==> src/rtl/seq_controller_pkg.sv <==
// Shared FSM type, bus addresses and tempo limits for the pattern sequencer.
package seq_controller_pkg;

  typedef enum logic [1:0] {
    S_IDLE,
    S_WR_PERIOD,
    S_WR_ENABLE,
    S_WAIT
  } state_t;

  localparam logic [2:0] ADDR_PERIOD_A = 3'b000;
  localparam logic [2:0] ADDR_PERIOD_B = 3'b001;
  localparam logic [2:0] ADDR_VOL_A    = 3'b010;
  localparam logic [2:0] ADDR_VOL_B    = 3'b011;
  localparam logic [2:0] ADDR_VOL_N    = 3'b100;
  localparam logic [2:0] ADDR_ENABLE   = 3'b101;
  localparam logic [2:0] ADDR_VIB      = 3'b110;

  localparam int MIN_TEMPO = 4;

  // Enable register word: gate bit plus the two always-on channel enables.
  function automatic logic [4:0] enable_word(input logic gate);
    return {2'b00, gate, 2'b11};
  endfunction

endpackage

==> src/rtl/tempo_divider.sv <==
// Step timer: counts a loaded value down to zero and raises a zero flag.
module tempo_divider
  import seq_controller_pkg::*;
#(
  parameter int W = 16
) (
  input  logic         clk,
  input  logic         rst,
  input  logic         load,
  input  logic [W-1:0] load_value,
  output logic         zero
);

  logic [W-1:0] count;

  // The zero flag trails the count by one cycle, so a load of N holds the
  // sequencer in WAIT for N+2 cycles and a full step lasts eff_tempo cycles.
  always_ff @(posedge clk or negedge rst) begin
    if (!rst) begin
      count <= '0;
      zero  <= 1'b1;
    end else if (load) begin
      count <= load_value;
      zero  <= 1'b0;
    end else begin
      if (count != '0) count <= count - 1'b1;
      zero <= (count == '0);
    end
  end

endmodule

==> src/rtl/seq_controller.sv <==
// Pattern sequencer: plays a programmable step table as period/enable register
// writes to a signal generator, sharing the bus with host write requests.
module seq_controller
  import seq_controller_pkg::*;
#(
  parameter int  STEPS   = 8,
  parameter int  TEMPO_W = 16,
  localparam int IDX_W   = $clog2(STEPS)
) (
  input  logic               clk,
  input  logic               rst,
  input  logic               run,
  input  logic [TEMPO_W-1:0] tempo,
  input  logic [IDX_W-1:0]   length,
  input  logic               prog_we,
  input  logic [IDX_W-1:0]   prog_idx,
  input  logic [5:0]         prog_entry,
  input  logic               host_valid,
  input  logic [2:0]         host_addr,
  input  logic [4:0]         host_data,
  output logic               host_ready,
  output logic               write_strobe,
  output logic [2:0]         address,
  output logic [4:0]         data,
  output logic [IDX_W-1:0]   step_idx,
  output logic               busy
);

  state_t             state;
  logic [5:0]         pattern [STEPS];
  logic [5:0]         latched;
  logic               zero;
  logic               host_accept;
  logic               load;
  logic [TEMPO_W-1:0] eff_tempo;
  logic [IDX_W-1:0]   next_idx;

  assign busy        = (state != S_IDLE);
  assign host_ready  = rst && ((state == S_IDLE) || ((state == S_WAIT) && !zero));
  assign host_accept = host_valid && host_ready;
  assign eff_tempo   = (tempo < TEMPO_W'(MIN_TEMPO)) ? TEMPO_W'(MIN_TEMPO) : tempo;
  assign load        = (state == S_WR_ENABLE) && run;
  // A length shrunk below the current step wraps straight back to step 0.
  assign next_idx    = (step_idx >= length) ? '0 : step_idx + 1'b1;

  tempo_divider #(.W(TEMPO_W)) u_tempo_divider (
    .clk        (clk),
    .rst        (rst),
    .load       (load),
    .load_value (eff_tempo - TEMPO_W'(MIN_TEMPO)),
    .zero       (zero)
  );

  always_ff @(posedge clk or negedge rst) begin
    if (!rst) begin
      for (int i = 0; i < STEPS; i++) pattern[i] <= '0;
    end else if (prog_we) begin
      pattern[prog_idx] <= prog_entry;
    end
  end

  // Host writes are only accepted in states whose next edge issues no
  // sequencer write, so the two sources never collide on the bus.
  always_ff @(posedge clk or negedge rst) begin
    if (!rst) begin
      state        <= S_IDLE;
      write_strobe <= 1'b0;
      address      <= '0;
      data         <= '0;
      step_idx     <= '0;
      latched      <= '0;
    end else begin
      write_strobe <= host_accept;
      if (host_accept) begin
        address <= host_addr;
        data    <= host_data;
      end
      case (state)
        S_IDLE: begin
          if (run) begin
            state   <= S_WR_PERIOD;
            latched <= pattern[step_idx];
          end
        end
        S_WR_PERIOD: begin
          write_strobe <= 1'b1;
          address      <= ADDR_PERIOD_A;
          data         <= latched[4:0];
          state        <= S_WR_ENABLE;
        end
        S_WR_ENABLE: begin
          write_strobe <= 1'b1;
          address      <= ADDR_ENABLE;
          data         <= enable_word(latched[5]);
          step_idx     <= next_idx;
          state        <= run ? S_WAIT : S_IDLE;
        end
        S_WAIT: begin
          if (!run) begin
            state <= S_IDLE;
          end else if (zero) begin
            state   <= S_WR_PERIOD;
            latched <= pattern[step_idx];
          end
        end
        default: state <= S_IDLE;
      endcase
    end
  end

endmodule

==> config.mk <==
export PLATFORM = sky130hd
export DESIGN_NAME = seq_controller
export DESIGN_NICKNAME = d
export VERILOG_FILES = /design/src/rtl/seq_controller_pkg.sv /design/src/rtl/tempo_divider.sv /design/src/rtl/seq_controller.sv
export SDC_FILE = /design/constraint.sdc
export NUM_CORES = 1
export LEC_CHECK = 0
export CAP_MARGIN = 20
export CORE_ASPECT_RATIO = 1.4
export CORE_MARGIN = 8
export CORE_UTILIZATION = 60
export DETAILED_ROUTE_END_ITERATION = 8
export PLACE_DENSITY = 0.87
export SKIP_LAST_GASP = 1
export SLEW_MARGIN = 20
export SYNTH_ARGS = -nofsm -noshare
export SYNTH_HDL_FRONTEND = slang
export SYNTH_SLANG_ARGS = --single-unit
==> constraint.sdc <==
create_clock -name clk -period 6 [get_ports clk]
set_clock_uncertainty 0.1 [all_clocks]
set_input_delay 1.8 -clock clk [delete_from_list [all_inputs] [get_ports clk]]
set_output_delay 1.8 -clock clk [all_outputs]
set_load 0.05 [all_outputs]
# [After elaboration in Yosys (flattened, before gate mapping)]
# Index checks and enable logic that the tools add are counted.
# Widths: inputs -> output; s select.
[word_totals] ff_bits=85 out_inout_bits=14 inputBits=41
[classes] reduce_logical=17 bitwise_logic=2 n_mux=25 eq_ne=7 magnitude_cmp=5 addsub=3
[op_table] cell="$bwmux 48" count=1
[op_table] cell="$mux 16" count=3
[op_table] cell="$mux 6" count=6
[op_table] cell="$bmux 6 s3" count=1
[op_table] cell="$demux 6 s3" count=1
[op_table] cell="$logic_not 16->1" count=1
[op_table] cell="$lt 16x3->1 const B" count=1
[op_table] cell="$reduce_bool 16->1" count=1
[op_table] cell="$sub 16x1->16 const B" count=1
[op_table] cell="$sub 16x3->16 const B" count=1
[op_table] cell="$pmux 6 s2" count=1
[op_table] cell="$pmux 5 s2" count=1
[op_table] cell="$ge 4x4->1 const B" count=2
[op_table] cell="$mux 2" count=4
[op_table] cell="$not 3->4" count=2
[op_table] cell="$pmux 2 s4" count=1
[op_table] cell="$mux 3" count=2
[op_table] cell="$pmux 3 s2" count=1
[op_table] cell="$reduce_bool 2->1" count=3
[op_table] cell="$logic_and 1x1->1" count=5
[op_table] cell="$mux 5" count=1
[op_table] cell="$eq 2x2->1 const B" count=2
[op_table] cell="$lt 4x1->1 const B" count=1
[op_table] cell="$ne 2x2->1 const B" count=2
[op_table] cell="13 further kinds" count=14

# [Longest topological paths before layout]
[depth] word_depth=7 depth_mapped=8

# [Hierarchy]
# From an unflattened synthesis, not the netlist that was laid out.
[unflattened] cells_unflattened=396 area_unflattened_um2=4526.8
[modules_own_cells] mod="seq_controller" cells_per_inst=292 area_each_um2=3582.2 n_inst=1 seq_area_each_um2=1701.6
[modules_own_cells] mod="tempo_divider" cells_per_inst=104 area_each_um2=944.7 n_inst=1 seq_area_each_um2=426.7

# [Worst setup path after synthesis]
# No wires, ideal clock.
[synth_timing] path_type="in2out" startpoint="input port rst" endpoint="output port host_ready" path_stages=1 arrival_time_ns=2.199 required_ns=4.100 setup_slack_ns=1.901 path_cell_list="o21a_1"
[synth_via] elab_chain_len=1
[synth_rtl] element="start, declared" line="seq_controller.sv:11" rtl="input logic rst,"
[synth_rtl] element="$logic_and 1x1->1" line="seq_controller.sv:39" rtl="assign host_ready = rst && ((state == S_IDLE) || ((state == S_WAIT) && !zero));"
[synth_rtl] element="end, declared" line="seq_controller.sv:21" rtl="output logic host_ready,"
# No other way between the ends.

# [Worst setup path after layout]
# Same ends and word-level chain as after synthesis.

==> run_results.csv <==
group,metric,value,unit
yosys,synth_top_family_by_area,"multiplexers",
clock_tree,cts_tree,"built",
cells_and_area,fillers,505,
timing,rsz0062_at_grt,"false",
cells_and_area,final_area,5370,um2
timing,worst_slack,1.31,ns
power_and_ir_drop,p_per_area,443,nW/um2
power_and_ir_drop,switching_share,0.395,
yosys,synth_compound_area_frac,0.103,
yosys,synthArstFlopShare,1.00,
placement,dp_hpwl,7.42,mm
timing,fin_crit,4.69,ns
cells_and_area,final_cell_mix,"84 x dfrtp_1, 59 x mux2_2, 53 x clkdlybuf4s50_1",
die,core_area,7360,um2
cells_and_area,final_cells,546,
cells_and_area,drive_gt1_frac,0.218,
yosys,ys_seq_elements,85,
routing,wl,10.3,mm
yosys,seq_area_frac_synth,0.468,
timing,tightest_slew,1.08,ns
power_and_ir_drop,p_comb_frac,0.444,
placement,dp_slack,1.31,ns
yosys,synth-simple-area-share,0.133,
worst_setup_path,cp.arrival,2.79,ns
clock_tree,htree_levels,3,
clock_tree,cts.repair.resized,0,
yosys,synth_adder_area_share,0.0275,
timing,setup_tns,0,ns
yosys,syn_inst,391,
yosys,synth_area_leaders,"dfrtp_1 46%, mux2_2 15%, mux4_2 5.9%, ha_1 2.8%, o21ai_0 2.3%",
yosys,synthMuxAreaShare,0.225,
yosys,synth_top_area_frac,0.462,
yosys,syn-num-nets,442,
timing,hold_viol,0,
power_and_ir_drop,intPower,1.44,mW
worst_setup_path,required,4.10,ns
global_route,grt_pass1_wl,17.4,mm
clock_tree,cts_sinks,85,
outcome,outcome,"finished clean",
cells_and_area,mostFrequentLayoutCell,"dfrtp_1",
clock_tree,cts_buffers,9,
clock_tree,clk_path_buf_depth,2,
routing,detail_route.vias_per_cell,6.19,
power_and_ir_drop,power_frac_seq,0.390,
yosys,synth_flop_cell,"dfrtp_1",
routing,drt-pass1-iter-count,4,
clock_tree,insertion_delay,0.35,ns
cells_and_area,diodes,0,
die,chipHeight,119,um
timing,setup_viol,0,
die,io_pins,55,
routing,ant_nets,0,
power_and_ir_drop,p_switching,939,uW
worst_setup_path,path_cells,"buf_4 -> o21a_1 -> clkdlybuf4s50_1",
placement,dp.cells,531,
worst_setup_path,slowest_stage,"clkdlybuf4s50_1",
clock_tree,root_buffer,"clkbuf_8",
worst_hold_path,hold_path.class,"flip-flop to flip-flop",
worst_setup_path,slowest_delay,0.79,ns
routing,drtIter0Drc,189,
cells_and_area,syn_to_final_growth,18.1,%
global_route,grt_max_degree,87,
timing,slew_headroom,0.276,
global_route,grt_usage,0.210,
clock_tree,post-cts-setup-buffer-count,0,
yosys,synth-xor-area-share,0.0193,
yosys,syn-cell-area,4550,um2
power_and_ir_drop,peakVddDrop,0.280,mV
timing,fin_crit_sh,0.782,
die,rows,37,
clock_tree,cts.clk_slew.worst_paths,0.08,ns
power_and_ir_drop,p_leak,2.15,nW
global_route,antenna_found_initial,0,
worst_setup_path,crit_fanout,2,
yosys,ys_types,56,
yosys,yosysTopAreaCell,"dfrtp_1",
routing,vias,3382,
yosys,synth_edf_count,0,
clock_tree,holdBufCountCts,0,
routing,drc,0,
worst_setup_path,cp-end-kind,"primary output",
timing,drv_slew,0,
global_route,grt-ovfl-total,0,
cells_and_area,num-nets-final,496,
placement,placedInstanceArea,5170,um2
yosys,synth_warnings,0,
run,drv_cap,0,
power_and_ir_drop,p_clk_frac,0.166,
placement,place.gp.congestion,0.855,
die,fp.dieW,89.6,um
timing,fmax,213,MHz
global_route,grt_pass1_vias,3553,
placement,io_buffers,54,
routing,routedWlPerCell,18.9,um
worst_setup_path,critPathKind,"input pin to primary output",
yosys,avgSynthCellArea,11.6,um2
worst_setup_path,cp-start-kind,"input pin",
die,fp.dieArea,10700,um2
die,initial_utilization,0.618,
[final cells by class]
type | instances | area [um2] | share of cell area
multi-input cells | 276 | 2310 | 0.430
well taps | 97 | 121 | 0.0226
flip-flops and latches | 85 | 2130 | 0.396
repair buffers | 56 | 557 | 0.104
clock buffers | 10 | 128 | 0.0238
clock inverters | 5 | 61.3 | 0.0114
inverters | 17 | 63.8 | 0.0119
[state kept, by name (all words and copies together) (netlist names)]
register / cells
address: 3
data: 5
latched: 6
pattern: 48
state: 2
step_idx: 3
u_tempo_divider.count: 16
u_tempo_divider.zero: 1
write_strobe: 1
[metrics by stage]
stage | power, mW | util | hold WS [ns]
finish | 2.38 | 0.730 | 0.388
global route | 2.53 | 0.730 | 0.417
CTS | 2.39 | 0.729 | 0.394
detailed placement | 1.99 | 0.703 | 0.373
global placement | 1.94 | 0.703 | 0.364
floorplan | 1.68 | - | 0.350
[final timing paths]
kind                                        start  cells after the start                                   end  slack (ns)
hold reg to reg            latched[2]$_DFFE_PN0P_                      2                latched[2]$_DFFE_PN0P_        0.39
hold / removal             latched[2]$_DFFE_PN0P_                      2                latched[2]$_DFFE_PN0P_        0.39
min in group asynchronous                     rst                      2                   data[0]$_DFFE_PN0P_        1.49
max in group asynchronous                     rst                      2               pattern[43]$_DFFE_PN0P_        3.76
setup / recovery                              rst                      3                            host_ready        1.31
setup reg to reg             state[0]$_DFFE_PN0P_                      6  u_tempo_divider.count[3]$_DFFE_PN0N_        3.61
[kinds of logic after synthesis]
| logic type | after synthesis |
|---|---|
| flip-flops | 85 |
| multiplexers | 80 |
| AND/OR/NAND/NOR | 103 |
| AO/OA/AOI/OAI | 73 |
| buffers and inverters | 30 |
| XOR/XNOR | 10 |
| adder cells (fa/ha/maj) | 10 |
[Yosys cell counts, types with 3 or more instances]
master,count
inv_1,16
nor4_1,4
nor2b_1,4
nand4b_1,6
xnor2_1,5
nand2b_1,5
o211ai_1,4
o22ai_1,4
or4_1,3
nor3_1,9
ha_1,10
o311ai_0,3
nand4_1,6
or3_1,4
nand3_1,11
a21boi_0,3
mux4_2,12
a21oi_1,18
o21a_1,3
o31ai_1,4
mux2_2,59
clkbuf_1,10
o21ai_0,21
xor2_1,5
nor2_1,20
mux2i_1,9
nand2_1,16
dfrtp_1,84
[routing by layer]
metal	vias to the layer above	GRT usage	wire length [um]
li1	1577	-	-
met1	1700	0.243	4080
met2	83	0.365	5590
met3	22	0.0248	346
met4	0	0.106	312
met5	-	0	0
[power by group through the flow]
stage               Clock, mW  Sequential, mW  Combinational, mW
floorplan                   0            1.02              0.665
global placement            0           0.920               1.02
detailed placement          0           0.936               1.06
CTS                     0.398           0.926               1.06
global route            0.422           0.958               1.15
finish                  0.395           0.929               1.06
[worst max-delay path: cells and delay by family]
family | cells | cell delay (ns)
compound gates | 1 | 0.11
buf+inv | 2 | 0.88
(Power assumes the default switching activity.)
